File: config.mk
export PLATFORM = sky130hd
export DESIGN_NAME = isp_fabric_sequencer
export DESIGN_NICKNAME = d
export VERILOG_FILES = /design/src/rtl/isp_seq_pkg.sv /design/src/rtl/isp_seq_sync_debounce.sv /design/src/rtl/isp_fabric_sequencer.sv
export SDC_FILE = /design/constraint.sdc
export NUM_CORES = 1
export LEC_CHECK = 0
export ABC_AREA = 1
export ABC_CLOCK_PERIOD_IN_PS = 2300
export BUFFER_PORTS_ARGS = -buffer_cell sky130_fd_sc_hd__buf_2
export CAP_MARGIN = 20
export CORE_ASPECT_RATIO = 1.25
export CORE_MARGIN = 4
export CORE_UTILIZATION = 40
export DETAILED_ROUTE_END_ITERATION = 7
export PLACE_DENSITY = 0.54
export SYNTH_ARGS = -nofsm -noshare
export SYNTH_HDL_FRONTEND = slang
export SYNTH_SLANG_ARGS = --single-unit
File: constraint.sdc
create_clock -name CLK_BASE -period 2.3 [get_ports CLK_BASE]
set_clock_uncertainty 0.05 [all_clocks]
set_input_delay 0.115 -clock CLK_BASE [delete_from_list [all_inputs] [get_ports CLK_BASE]]
set_output_delay 0.115 -clock CLK_BASE [all_outputs]
set_load 0.005 [all_outputs]
File: src/rtl/isp_seq_pkg.sv
// isp_seq_pkg: state/cause types and shared constants for the MSS
// fabric power-up and ISP sequencer.
package isp_seq_pkg;

   typedef enum logic [2:0] {
      ST_RESET      = 3'd0,
      ST_WAIT_LOCK  = 3'd1,
      ST_ASSERT_FAB = 3'd2,
      ST_WAIT_READY = 3'd3,
      ST_RUN        = 3'd4,
      ST_ISP_HOLD   = 3'd5,
      ST_FAULT      = 3'd6
   } seq_state_t;

   typedef enum logic [1:0] {
      CAUSE_NONE    = 2'b00,
      CAUSE_TIMEOUT = 2'b01,
      CAUSE_LOCK    = 2'b10,
      CAUSE_ISP     = 2'b11
   } fault_cause_t;

   localparam int SYNC_STAGES = 2;

   function automatic int max3(input int a, input int b, input int c);
      int m;
      m = (a > b) ? a : b;
      return (m > c) ? m : c;
   endfunction

endpackage

File: src/rtl/isp_seq_sync_debounce.sv
// isp_seq_sync_debounce: 2-flop synchroniser with an optional
// stable-count debounce (DEBOUNCE_CYCLES=0 gives a plain synchroniser).
module isp_seq_sync_debounce
   import isp_seq_pkg::*;
#(
   parameter int DEBOUNCE_CYCLES = 0
)(
   input  logic i_clk,
   input  logic i_rst_n,
   input  logic i_d,
   output logic o_q
);

   logic [SYNC_STAGES-1:0] r_sync;
   logic                   w_s;

   always_ff @(posedge i_clk or negedge i_rst_n) begin
      if (!i_rst_n) r_sync <= '0;
      else          r_sync <= {r_sync[SYNC_STAGES-2:0], i_d};
   end

   assign w_s = r_sync[SYNC_STAGES-1];

   generate
      if (DEBOUNCE_CYCLES == 0) begin : g_nodb
         assign o_q = w_s;
      end else begin : g_db
         localparam int CW = $clog2(DEBOUNCE_CYCLES + 1);
         logic [CW-1:0] r_cnt;
         logic          r_q;

         // any return to the held level restarts the stability count
         always_ff @(posedge i_clk or negedge i_rst_n) begin
            if (!i_rst_n) begin
               r_cnt <= '0;
               r_q   <= 1'b0;
            end else if (w_s == r_q) begin
               r_cnt <= '0;
            end else if (r_cnt == CW'(DEBOUNCE_CYCLES - 1)) begin
               r_q   <= w_s;
               r_cnt <= '0;
            end else begin
               r_cnt <= r_cnt + 1'b1;
            end
         end

         assign o_q = r_q;
      end
   endgenerate

endmodule

File: src/rtl/isp_fabric_sequencer.sv
// isp_fabric_sequencer: MSS fabric power-up / ISP sequencer.
// Define ISP_SEQ_CAUSE_EN to add the sticky FAULT_CAUSE output.
module isp_fabric_sequencer
   import isp_seq_pkg::*;
#(
   parameter int LOCK_FILTER_CYCLES   = 16,
   parameter int RESET_HOLD_CYCLES    = 64,
   parameter int READY_TIMEOUT_CYCLES = 1048576,
   parameter int ISP_DEBOUNCE_CYCLES  = 8,
   parameter int MAX_RETRIES          = 3
)(
   input  logic       CLK_BASE,
   input  logic       POWER_ON_RESET_N,
   input  logic       FAB_CCC_LOCK,
   input  logic       MSS_READY,
   input  logic       INIT_DONE,
   input  logic       GPIO_3_M2F,
   input  logic       SW_RESTART_REQ,
   output logic       FAB_RESET_N,
   output logic       USER_RESET_N,
   output logic       USER_CLK_EN,
   output logic [2:0] SEQ_STATE,
   output logic [1:0] RETRY_COUNT,
`ifdef ISP_SEQ_CAUSE_EN
   output logic [1:0] FAULT_CAUSE,
`endif
   output logic       ERROR
);

   localparam int CNT_MAX = max3(LOCK_FILTER_CYCLES, RESET_HOLD_CYCLES,
                                 READY_TIMEOUT_CYCLES);
   localparam int CW = $clog2(CNT_MAX + 1);

   logic [SYNC_STAGES-1:0] r_rst_sync;
   seq_state_t             r_state;
   seq_state_t             w_next;
   logic [CW-1:0]          r_cnt;
   logic [CW-1:0]          w_cnt_next;
   logic [1:0]             r_retry;
   logic [1:0]             w_retry_next;
   logic                   r_fab_rst_n;
   logic                   r_user_en;
   logic                   r_err;
   logic                   w_lock;
   logic                   w_ready;
   logic                   w_init;
   logic                   w_isp;
   logic                   w_rst_rel;
   logic                   w_lock_lost;

   always_ff @(posedge CLK_BASE or negedge POWER_ON_RESET_N) begin
      if (!POWER_ON_RESET_N) r_rst_sync <= '0;
      else r_rst_sync <= {r_rst_sync[SYNC_STAGES-2:0], 1'b1};
   end

   assign w_rst_rel = r_rst_sync[SYNC_STAGES-1];

   isp_seq_sync_debounce #(.DEBOUNCE_CYCLES(0)) u_sync_lock (
      .i_clk(CLK_BASE), .i_rst_n(POWER_ON_RESET_N),
      .i_d(FAB_CCC_LOCK), .o_q(w_lock));

   isp_seq_sync_debounce #(.DEBOUNCE_CYCLES(0)) u_sync_ready (
      .i_clk(CLK_BASE), .i_rst_n(POWER_ON_RESET_N),
      .i_d(MSS_READY), .o_q(w_ready));

   isp_seq_sync_debounce #(.DEBOUNCE_CYCLES(0)) u_sync_init (
      .i_clk(CLK_BASE), .i_rst_n(POWER_ON_RESET_N),
      .i_d(INIT_DONE), .o_q(w_init));

   isp_seq_sync_debounce #(.DEBOUNCE_CYCLES(ISP_DEBOUNCE_CYCLES)) u_sync_isp (
      .i_clk(CLK_BASE), .i_rst_n(POWER_ON_RESET_N),
      .i_d(GPIO_3_M2F), .o_q(w_isp));

   assign w_lock_lost = !w_lock &&
      (r_state inside {ST_ASSERT_FAB, ST_WAIT_READY, ST_RUN, ST_ISP_HOLD});

   // lock loss pre-empts every other transition from states 2..5
   always_comb begin
      w_next       = r_state;
      w_cnt_next   = r_cnt;
      w_retry_next = r_retry;
      if (w_lock_lost) begin
         w_next = ST_WAIT_LOCK;
      end else begin
         unique case (r_state)
            ST_RESET: begin
               if (w_rst_rel) w_next = ST_WAIT_LOCK;
            end
            ST_WAIT_LOCK: begin
               if (!w_lock) w_cnt_next = '0;
               else if (r_cnt == CW'(LOCK_FILTER_CYCLES - 1))
                  w_next = ST_ASSERT_FAB;
               else w_cnt_next = r_cnt + 1'b1;
            end
            ST_ASSERT_FAB: begin
               if (r_cnt == CW'(RESET_HOLD_CYCLES - 1))
                  w_next = ST_WAIT_READY;
               else w_cnt_next = r_cnt + 1'b1;
            end
            ST_WAIT_READY: begin
               if (w_ready && w_init) begin
                  w_next       = ST_RUN;
                  w_retry_next = '0;
               end else if (r_cnt == CW'(READY_TIMEOUT_CYCLES - 1)) begin
                  if (r_retry < 2'(MAX_RETRIES)) begin
                     w_retry_next = r_retry + 1'b1;
                     w_next       = ST_ASSERT_FAB;
                  end else begin
                     w_next = ST_FAULT;
                  end
               end else begin
                  w_cnt_next = r_cnt + 1'b1;
               end
            end
            ST_RUN: begin
               if (!w_ready)   w_next = ST_WAIT_READY;
               else if (w_isp) w_next = ST_ISP_HOLD;
            end
            ST_ISP_HOLD: begin
               if (!w_isp) w_next = ST_ASSERT_FAB;
            end
            ST_FAULT: begin
               if (SW_RESTART_REQ) begin
                  w_next       = ST_WAIT_LOCK;
                  w_retry_next = '0;
               end
            end
            default: w_next = ST_RESET;
         endcase
      end
   end

   always_ff @(posedge CLK_BASE or negedge POWER_ON_RESET_N) begin
      if (!POWER_ON_RESET_N) begin
         r_state     <= ST_RESET;
         r_cnt       <= '0;
         r_retry     <= '0;
         r_fab_rst_n <= 1'b0;
         r_user_en   <= 1'b0;
         r_err       <= 1'b0;
      end else begin
         r_state     <= w_next;
         r_cnt       <= (w_next != r_state) ? '0 : w_cnt_next;
         r_retry     <= w_retry_next;
         r_fab_rst_n <= w_next inside {ST_WAIT_READY, ST_RUN, ST_ISP_HOLD};
         r_user_en   <= (r_state == ST_RUN) && (w_next == ST_RUN);
         r_err       <= (w_next == ST_FAULT);
      end
   end

`ifdef ISP_SEQ_CAUSE_EN
   fault_cause_t r_cause;

   always_ff @(posedge CLK_BASE or negedge POWER_ON_RESET_N) begin
      if (!POWER_ON_RESET_N)
         r_cause <= CAUSE_NONE;
      else if (r_state == ST_FAULT && SW_RESTART_REQ)
         r_cause <= CAUSE_NONE;
      else if (r_state == ST_WAIT_READY && w_next == ST_FAULT)
         r_cause <= CAUSE_TIMEOUT;
      else if (r_state == ST_RUN && w_lock_lost)
         r_cause <= CAUSE_LOCK;
      else if (r_state == ST_ISP_HOLD && w_next != ST_ISP_HOLD)
         r_cause <= CAUSE_ISP;
   end

   assign FAULT_CAUSE = r_cause;
`endif

   assign FAB_RESET_N  = r_fab_rst_n;
   assign USER_RESET_N = r_user_en;
   assign USER_CLK_EN  = r_user_en;
   assign SEQ_STATE    = r_state;
   assign RETRY_COUNT  = r_retry;
   assign ERROR        = r_err;

endmodule

==> impl_metrics.json <==
{
  "clkTransAtPathRegs_ns": 0.09,
  "rrSetupSlack_ns": 0.23,
  "fp.dieW_um": 84.7,
  "grtUsageMet2_pct": 30.7,
  "die-area_um2": 8800,
  "fin_crit_ns": 2.07,
  "grt_pass1_vias": 2558,
  "setup_viol": 0,
  "final.setup.tns_ns": 0,
  "clock_sinks": 44,
  "syn_avg_cell_area_um2": 6.96,
  "synth-main-ff-cell": "dfrtp_1",
  "place.gp.congestion": 0.868,
  "n_antenna_cell": 0,
  "areaGrowthSynthToFinish_pct": 10.6,
  "placed_cell_area_um2": 3100,
  "synth_cells": 423,
  "drive_gt1_share_pct": 16.9,
  "drt_iter0_drc": 92,
  "overflow": 0,
  "hold_viol": 0,
  "critPathArrivalTime_ns": 2.21,
  "min_path_type": "in2async",
  "num_vias": 2586,
  "postRouteAntennaNets": 0,
  "async_flop_share_pct": 100,
  "vias_per_cell": 4.83,
  "synth-seq-cells": 44,
  "tritoncts": "yes",
  "crit_fanout": 21,
  "synth_area_leaders": "dfrtp_1 37%, nand2_1 12%, inv_1 7.8%",
  "rr_endpoint": "r_cnt[0]$_DFFE_PN0P_",
  "drcViolationCount": 0,
  "syn-cell-area_um2": 2940,
  "design_area_um2": 3250,
  "met3_usage_pct": 2.30,
  "routedWlPerCell_um": 13.0,
  "wirelength_um": 6970,
  "root_buffer": "clkbuf_8",
  "hpwl_um": 5320,
  "required_ns": 2.44,
  "ys_seq_area_share_pct": 37.4,
  "clockBufferDepth": 2,
  "start_util_pct": 41.7,
  "grt_max_degree": 31,
  "clock_latency_ns": 0.30,
  "row_count": 34,
  "p_leak_nw": 1.62,
  "grt_pass1_wl_um": 12000,
  "grt_usage_pct": 16.7,
  "max_freq_mhz": 483,
  "endpoint_kind": "flip-flop",
  "yosysUniqueCellTypes": 34,
  "post_cts_buffers": 0,
  "io_pins": 16,
  "whs_ns": 0.212,
  "fp.dieH_um": 104,
  "r2r-start": "r_cnt[0]$_DFFE_PN0P_",
  "post-route-util_pct": 46.1,
  "nNetsFinal": 455,
  "dr.pass1.iters": 4,
  "status": "finished, final reports clean",
  "synth_fp_nets": 434,
  "min_period_over_period_pct": 89.9,
  "synth-edff-count": 0,
  "gr-usage-met1_pct": 20.0,
  "ir_drop_v": 0.000293,
  "core_area_um2": 7060,
  "start_kind": "flip-flop",
  "crit_type": "reg2reg",
  "yosys.area.top_type_share_pct": 37.4,
  "yosysTopAreaCell": "dfrtp_1",
  "portBuffers": 15,
  "cts_made_buffers": 5,
  "rsz0062_at_grt": "no",
  "cts_htree_levels": 2,
  "grt_antenna_before_repair": 0,
  "p_per_area_nw_per_um2": 450,
  "yosysWarnings": 0,
  "busiest_layer": "met2",
  "reg2regPathDepth": 13,
  "cap_violations": 0,
  "finalMaxSlewViolations": 0
}
how the worst max path moves through the flow:
stage,start,endpoint,slack [ns],cells past startpoint
final,r_cnt[0]$_DFFE_PN0P_,r_cnt[0]$_DFFE_PN0P_,0.23,13
after global routing,r_cnt[0]$_DFFE_PN0P_,r_cnt[0]$_DFFE_PN0P_,0.04,13
after CTS,r_cnt[0]$_DFFE_PN0P_,r_cnt[0]$_DFFE_PN0P_,0.09,13
after detailed placement,r_cnt[0]$_DFFE_PN0P_,r_cnt[0]$_DFFE_PN0P_,0.12,13
after global placement,r_cnt[0]$_DFFE_PN0P_,r_cnt[0]$_DFFE_PN0P_,0.17,11
after floorplan,SEQ_STATE[2]$_DFF_PN0_,r_cnt[17]$_DFFE_PN0P_,0.29,13
logic make-up after synthesis:
logic type                 synth area share [%]
AOI/OAI and AO/OA                          5.02
xor gates and xnor gates                   3.57
adders and majority gates                  1.70
buffers and inverters                      12.8
DFF                                        37.4
muxes                                     0.340
other                                     0.127
and+or+nand+nor                            39.0
metal layers:
metal	wire length, um	up-vias
met3	190	11
met5	0	-
met4	120	0
li1	-	1347
met1	2980	1182
met2	3670	46
cell usage in the layout (no fill, tap or decap), types with 8 or more instances in the layout:
cell type,count
nand3_1,32
nor2_2,22
o21ai_1,13
xor2_1,11
buf_2,15
nor3_1,8
buf_4,9
nand4_1,11
inv_1,61
nand2_1,96
dfrtp_1,44
nor2_1,61
cell usage after synthesis (5+ instances only):
cell type / number
nand2_2: 5
nand2_1: 96
inv_2: 7
inv_1: 61
nor2_2: 22
o21ai_1: 13
xor2_1: 11
nand3_1: 32
a21oi_1: 5
o21ai_0: 7
nor3_1: 8
dfrtp_1: 44
nor2_1: 61
nand4_1: 11
buf_4: 6
final cells by class:
cell class | count | area [um2]
fill | 763 | 3810
multi-input combinational | 294 | 1480
sequential | 44 | 1100
inverter | 69 | 262
timing repair buffer | 30 | 213
tap | 90 | 113
clock buffer | 6 | 72.6
clock inverter | 2 | 16.3
power breakdown:
| group | switching, W | internal [W] |
|---|---|---|
| clock network | 0.000280 | 0.000216 |
| registers | 0.0000333 | 0.000811 |
| logic | 0.0000749 | 0.0000496 |
| total | 0.000388 | 0.00108 |
repair_timing:
| action | CTS | global route |
|---|---|---|
| setup endpoints to repair | 0 | 21 |
| hold endpoints to repair | 18 | 0 |
| resized for setup | 0 | 4 |
| hold buffers | 5 | 0 |
worst max-delay path: stages, from the launching register on:
cell and delay (ns):
dfrtp_1 0.48, ha_4 0.22, nand3_2 0.12, nor2_4 0.19, nand3_2 0.11, nand2_1 0.09, nand3_1 0.09, nand2_1 0.10
nand2_1 0.07, nand2_1 0.07, nand2_2 0.06, nand3_4 0.06, buf_12 0.18, nor2_1 0.06
sequential cells by signal (all words and copies together), names as in the netlist:
| name | flops |
|---|---|
| r_cnt | 21 |
| u_sync_isp.g_db.r_cnt | 4 |
| SEQ_STATE | 3 |
| RETRY_COUNT | 2 |
| r_rst_sync | 2 |
| u_sync_init.r_sync | 2 |
| u_sync_isp.r_sync | 2 |
| u_sync_lock.r_sync | 2 |
| u_sync_ready.r_sync | 2 |
| ERROR | 1 |
| FAB_RESET_N | 1 |
| USER_CLK_EN | 1 |
| u_sync_isp.o_q | 1 |
metrics by stage:
step | power, W | worst slack, ns | std cells
detailed placement | 0.000976 | 0.119 | 522
global placement | 0.000974 | 0.166 | 522
floorplan | 0.000931 | 0.291 | 423
global route | 0.00154 | 0.0385 | 535
CTS | 0.00149 | 0.0928 | 535
finish | 0.00147 | 0.231 | 535
(Power assumes the default switching activity.)
